**src/rtl/shift_frame_loader.sv**
```systemverilog
// shift_frame_loader: serializes parallel words into a SISO shift register.
//
// Accepts WIDTH-bit words over a valid/ready handshake and drives the shift
// register's serial inputs one bit per clock until FRAME_BITS bits have been
// shifted. Then it pulses o_frame_done for one cycle.
//
// Ports:
//   clk            system clock, rising edge
//   rst_n          asynchronous active-low reset
//   i_start        begin a frame (sampled only in IDLE)
//   i_cfg_dir      frame direction, latched at start (0 MSB-first, 1 LSB-first)
//   i_in_data      word to serialize
//   i_in_valid     i_in_data valid
//   o_in_ready     loader accepts a word this cycle
//   o_sr_en        shift enable to the shift register
//   o_sr_din       serial bit to the shift register
//   o_sr_shift_dir latched direction to the shift register
//   o_busy         high in every state except IDLE
//   o_frame_done   one-cycle pulse after the final frame bit
//   o_bit_count    bits shifted in the current frame (0..FRAME_BITS)
module shift_frame_loader #(
  parameter int unsigned FRAME_BITS = 256,
  parameter int unsigned WIDTH      = 8,
  localparam int unsigned CW        = $clog2(FRAME_BITS + 1)
) (
  input  logic             clk,
  input  logic             rst_n,
  input  logic             i_start,
  input  logic             i_cfg_dir,
  input  logic [WIDTH-1:0] i_in_data,
  input  logic             i_in_valid,
  output logic             o_in_ready,
  output logic             o_sr_en,
  output logic             o_sr_din,
  output logic             o_sr_shift_dir,
  output logic             o_busy,
  output logic             o_frame_done,
  output logic [CW-1:0]    o_bit_count
);

  localparam int unsigned IW = (WIDTH > 1) ? $clog2(WIDTH) : 1;

  typedef enum logic [1:0] {StIdle, StLoad, StShift, StDone} state_e;

  state_e           r_state;
  state_e           w_state_next;
  logic [WIDTH-1:0] r_word;
  logic [IW-1:0]    r_idx;
  logic             r_dir;
  logic [CW-1:0]    r_count;

  logic w_last_bit;
  logic w_last_frame;
  logic w_in_ready;
  logic w_accept;

  assign w_last_bit   = (r_idx == IW'(WIDTH - 1));
  // bit_count has not yet been bumped for the current shift cycle
  assign w_last_frame = (r_count == CW'(FRAME_BITS - 1));
  assign w_accept     = w_in_ready && i_in_valid;

  // State register
  always_ff @(posedge clk or negedge rst_n) begin
    if (!rst_n) begin
      r_state <= StIdle;
    end else begin
      r_state <= w_state_next;
    end
  end

  // Next-state logic
  always_comb begin
    w_state_next = r_state;
    unique case (r_state)
      StIdle: begin
        if (i_start) w_state_next = StLoad;
      end
      StLoad: begin
        if (i_in_valid) w_state_next = StShift;
      end
      StShift: begin
        if (w_last_bit) begin
          if (w_last_frame) begin
            w_state_next = StDone;
          end else if (i_in_valid) begin
            w_state_next = StShift;  // back-to-back word, no sr_en gap
          end else begin
            w_state_next = StLoad;
          end
        end
      end
      StDone: begin
        w_state_next = StIdle;
      end
      default: w_state_next = StIdle;
    endcase
  end

  // Outputs decode from registers only
  always_comb begin
    w_in_ready   = 1'b0;
    o_sr_en      = 1'b0;
    o_sr_din     = 1'b0;
    o_busy       = 1'b1;
    o_frame_done = 1'b0;
    unique case (r_state)
      StIdle: begin
        o_busy = 1'b0;
      end
      StLoad: begin
        w_in_ready = 1'b1;
      end
      StShift: begin
        o_sr_en    = 1'b1;
        o_sr_din   = r_dir ? r_word[0] : r_word[WIDTH-1];
        w_in_ready = w_last_bit && !w_last_frame;
      end
      StDone: begin
        o_frame_done = 1'b1;
      end
      default: begin
        o_busy = 1'b0;
      end
    endcase
  end

  assign o_in_ready     = w_in_ready;
  assign o_sr_shift_dir = r_dir;
  assign o_bit_count    = r_count;

  // Datapath: word shifter, bit index, direction latch and frame counter
  always_ff @(posedge clk or negedge rst_n) begin
    if (!rst_n) begin
      r_word  <= '0;
      r_idx   <= '0;
      r_dir   <= 1'b0;
      r_count <= '0;
    end else begin
      if (r_state == StIdle && i_start) begin
        r_dir   <= i_cfg_dir;
        r_count <= '0;
      end
      if (w_accept) begin
        r_word <= i_in_data;
        r_idx  <= '0;
      end else if (r_state == StShift) begin
        // The bit on sr_din always sits at the end selected by r_dir
        r_word <= r_dir ? (r_word >> 1) : (r_word << 1);
        r_idx  <= r_idx + IW'(1);
      end
      if (r_state == StShift) begin
        r_count <= r_count + CW'(1);
      end
    end
  end

endmodule

```
**config.mk**
```make
export PLATFORM = sky130hd
export DESIGN_NAME = shift_frame_loader
export DESIGN_NICKNAME = d
export VERILOG_FILES = /design/src/rtl/shift_frame_loader.sv
export SDC_FILE = /design/constraint.sdc
export NUM_CORES = 1
export LEC_CHECK = 0
export ABC_CLOCK_PERIOD_IN_PS = 2900
export CORE_UTILIZATION = 35
export DETAILED_ROUTE_END_ITERATION = 6
export HOLD_SLACK_MARGIN = 0.1
export PLACE_DENSITY = 0.55
export SLEW_MARGIN = 20
export SYNTH_ARGS = -nofsm -noshare
export SYNTH_HDL_FRONTEND = slang
export SYNTH_SLANG_ARGS = --single-unit
export TNS_END_PERCENT = 5
```
**constraint.sdc**
```tcl
create_clock -name clk -period 2.9 [get_ports clk]
set_clock_uncertainty 0.15 [all_clocks]
set_input_delay 0.58 -clock clk [delete_from_list [all_inputs] [get_ports clk]]
set_output_delay 0.58 -clock clk [all_outputs]
set_load 0.05 [all_outputs]
```
Yosys cells after proc, flatten, opt, wreduce, memory -nomap -nowiden

Cells that the tools add are included.

Register bits after elaboration: 23
Input port bits: 13
Output and inout bits: 15
Word-level logic and storage cells: 42

Add/sub/neg operators: 2
Eq/ne operators: 8
Mux-type cells: 19
Reductions and logical operators: 8

Operators by type and width:

| operator                                                         | count |
|---|---|
| 8-bit 2-to-1 mux                                                 | 3 |
| 9-bit 2-to-1 mux                                                 | 2 |
| 2-bit 2-to-1 mux                                                 | 5 |
| 9-bit by 1-bit adder with 9-bit output (second input constant)   | 1 |
| 9-bit by 8-bit == test with 1-bit output (second input constant) | 1 |
| 2-bit one-hot mux with 4 select lines                            | 1 |
| 3-bit 2-to-1 mux                                                 | 2 |
| 2-bit != test (second input constant)                            | 3 |
| 1-bit 2-to-1 mux                                                 | 5 |
| 2-bit == test (second input constant)                            | 2 |
| 2-bit nonzero test                                               | 2 |
| 3-bit by 1-bit adder with 3-bit output (second input constant)   | 1 |
| 3-bit == test (second input constant)                            | 1 |
| 1-bit logical AND                                                | 3 |
| 3-bit AND reduction                                              | 1 |
| 2-bit by 1-bit == test with 1-bit output (second input constant) | 1 |
| 2-bit zero test                                                  | 1 |
| 1-bit one-hot mux with 2 select lines                            | 1 |
| 1-bit zero test                                                  | 1 |

Logic depth before layout (Yosys ltp)

Depth after elaboration: 6
Gate-level depth with buffers: 8
Mapped depth without buffers: 7

Least setup slack after synthesis

OpenSTA, ideal clock, no wires.

Path kind: reg2out
Start point: reg r_count[0], in the netlist o_bit_count[0]
End point: out o_in_ready
Arrival time: 2098 ps
Required time: 2170 ps
Path slack: 72 ps
Stages on the path, launching flop included: 7
Path buffers: 0
Path through: dfrtp_1 -> ha_1 -> and3_1 -> and3_1 -> ha_1 -> and3b_4 -> o21a_1

Longest elaborated chain between the ends: 4

RTL lines:

| element                                  | line | source |
|---|---|---|
| start, declared                          | 50   | `logic [CW-1:0] r_count;` |
| start signal, assigned                   | 152  | `r_count <= r_count + CW'(1);` |
| 9-bit by 8-bit == test with 1-bit output | 59   | `assign w_last_frame = (r_count == CW'(FRAME_BITS - 1));` |
| 1-bit zero test                          | 116  | `w_in_ready = w_last_bit && !w_last_frame;` |
| 1-bit logical AND                        | 116  |  |
| 1-bit one-hot mux with 2 select lines    | 106  | `unique case (r_state)` |
| end, declared                            | 32   | `output logic o_in_ready,` |

No other way between the ends.

Final worst setup path

Start point: reg r_count[1], in the netlist o_bit_count[1]
End point: out o_in_ready

The elaborated chain is that of the path after synthesis.

==> out/results.ini <==
[run_status]
status = completed

[grt]
grt_usage = 0.142
grt_max_degree = 24
overflow = 0
grt_pass1_wl_um = 4620
first_global_vias = 992
antenna_found_initial = 0

[critical_path]
crit_fanout = 5
crit_path_start_kind = flip-flop
cp.required_ps = 2170
worst-setup-path-type = flip-flop to output port
end_kind = output port
crit_arrival_ps = 2050

[clock_network]
cts.path.max_buffers = 2
cts_root_buf = clkbuf_8
hold_buffers = 0
tritoncts = done
htree_levels = 1
insertion_delay_ps = 260
numCtsBuffers = 3
clkTransAtPathRegs_ps = 80
cts.sinks = 23

[placed_design]
place.gp.congestion = 0.746
placed_area_sq_um = 1750
port_buffers = 27
hpwl_um = 2030

[final_layout]
synthToLayoutAreaGrowth_pct = 30.1
antenna_cells = 0
final_nets = 185
ff_latch_area_sq_um = 577
multi_input_area_sq_um = 761
drive_gt1_frac = 0.179
fillers = 357
final_area_sq_um = 1820

[routing]
route.detailed.drc = 0
drt_iter0_drc = 42
routed_wl_um = 2780
wl_per_cell_um = 13.2
num_vias = 1065
route.met3.wl_um = 89
highest_layer = met4
detail-route-antenna-nets = 0
wl_met2_um = 1420
dr.pass1.iters = 4
met1_length_um = 1250
via_per_inst = 5.07

[die]
core_sq_um = 3740
num_rows = 22
io-pin-count = 28
die-area_sq_um = 4250
die_x_um = 65.2
die_y_um = 65.2
initial_core_util = 0.373

[pwr]
power_density_nw_per_um2 = 1090
p_leak_nw = 0.857
vdd_ir_drop_max_v = 0.000480

[logic_synthesis]
synth-edff-count = 0
syn_avg_cell_area_sq_um = 10.8
yosysSeqAreaShare = 0.412
synthArstFlopShare = 1.00
synth_nets = 152
post_synth_num_cell_types = 33
ys_seq_elements = 23
synth_cells = 130
yosysWarnings = 0
yosys_most_used_dff = dfrtp_1
synth_area_sq_um = 1400

[job]
cap_viol_max_count = 0

[timing]
worstMarginPinSlew_ps = 507
slew_viol_final = 0
hold_viol = 0
final-setup-viol-count = 0
slew_headroom = 0.661
post-route-min-period_ps = 2780
grt_setup_unrepaired = false
period_share = 0.959
fmax_ghz = 0.360
tns_ps = 0

[worst_hold_path]
min_path_type = flip-flop to flip-flop

## cells in the final DEF (no fill, tap or decap), drive strengths merged, types with 4 or more instances in the layout
master,instances
a21oi,12
and3,4
buf,10
clkbuf,4
clkdlybuf4s50,24
dfrtp,23
ha,9
inv,6
mux2,11
mux2i,10
nand2,8
nand2b,4
nor2,7
o21ai,5
## registers in the layout, indices dropped and copies added, names as in the netlist
signal and flops:
r_idx 3, o_bit_count 9, o_sr_shift_dir 1, r_word 8, r_state 2
## metrics by stage
stage	power [mW]	worst slack (ps)	hold WS, ps	instances	utilization
after CTS	1.98	60.1	387	208	0.481
after global routing	2.13	41.8	423	210	0.486
after floorplan	1.44	72.2	134	130	-
after global placement	1.75	387	361	204	0.469
final	1.98	119	379	210	0.486
after detailed placement	1.78	356	368	204	0.469
## cells in the mapped netlist, types with 2 or more instances
library cell	n	share of area
o21ai_0	5	0.018
and2_1	3	0.013
mux2_2	4	0.032
inv_1	6	0.016
ha_1	9	0.081
a21oi_1	11	0.039
buf_6	2	0.016
and3_1	4	0.018
nand2_1	8	0.021
mux2_4	7	0.075
nand2b_1	4	0.018
dfrtp_1	23	0.41
a22o_1	2	0.013
mux2i_1	10	0.072
and4b_1	2	0.014
nor2_1	7	0.019
buf_2	3	0.011
nand3_1	3	0.011
a211o_1	3	0.019
## path summary, 6_finish.rpt
path,start,endpoint,slack (ps),depth (start not counted)
min in group asynchronous,rst_n,o_bit_count[2],520,2
max in group asynchronous,rst_n,o_bit_count[0],1830,2
setup reg to reg,o_bit_count[1],r_word[7],520,8
hold reg to reg,o_bit_count[8],o_bit_count[8],380,2
hold / removal,o_bit_count[8],o_bit_count[8],380,2
setup / recovery,o_bit_count[1],o_in_ready,120,7
## kinds of logic (layout without fill, tap and decap cells)
kind of cell,Yosys count,in the layout,synth area share
flip-flops,23,23,0.412
adder cells (fa/ha/maj),9,9,0.0806
XOR/XNOR,2,2,0.0125
multiplexers,21,21,0.179
AND/OR/NAND/NOR,36,36,0.143
AO/OA/AOI/OAI,27,27,0.127
buffers and inverters,12,44,0.0456
## cell type report
cell class                      instances  area share
Multi-Input combinational cell         95       0.418
Sequential cell                        23       0.317
Timing Repair Buffer                   34       0.194
Tap cell                               48      0.0330
Clock buffer                            4      0.0248
Inverter                                6      0.0124
## worst max-delay path: stages (launching register included)
cell and delay [ps]:
dfrtp_1 440, ha_2 210, and3_1 150, and3_1 170
ha_1 210, and3b_4 310, o21a_1 160, buf_12 140
## layer usage
layer,track usage,vias up
met5,0,-
met4,0.0408,0
met3,0.0278,2
met2,0.250,20
met1,0.174,515
li1,-,528
## power by group
part           leakage, nW  internal [mW]  switching, mW
Combinational        0.550          0.574          0.649
Clock               0.0228         0.0979         0.0995
Sequential           0.284          0.448          0.112
Total                0.857           1.12          0.860
## timing repair
action | 4_1_cts | 5_1_grt
setup buffers | 0 | 2
setup endpoints to repair | 0 | 1
gates resized for setup | 0 | 2
Note: power is estimated with default switching activity, not from simulation.
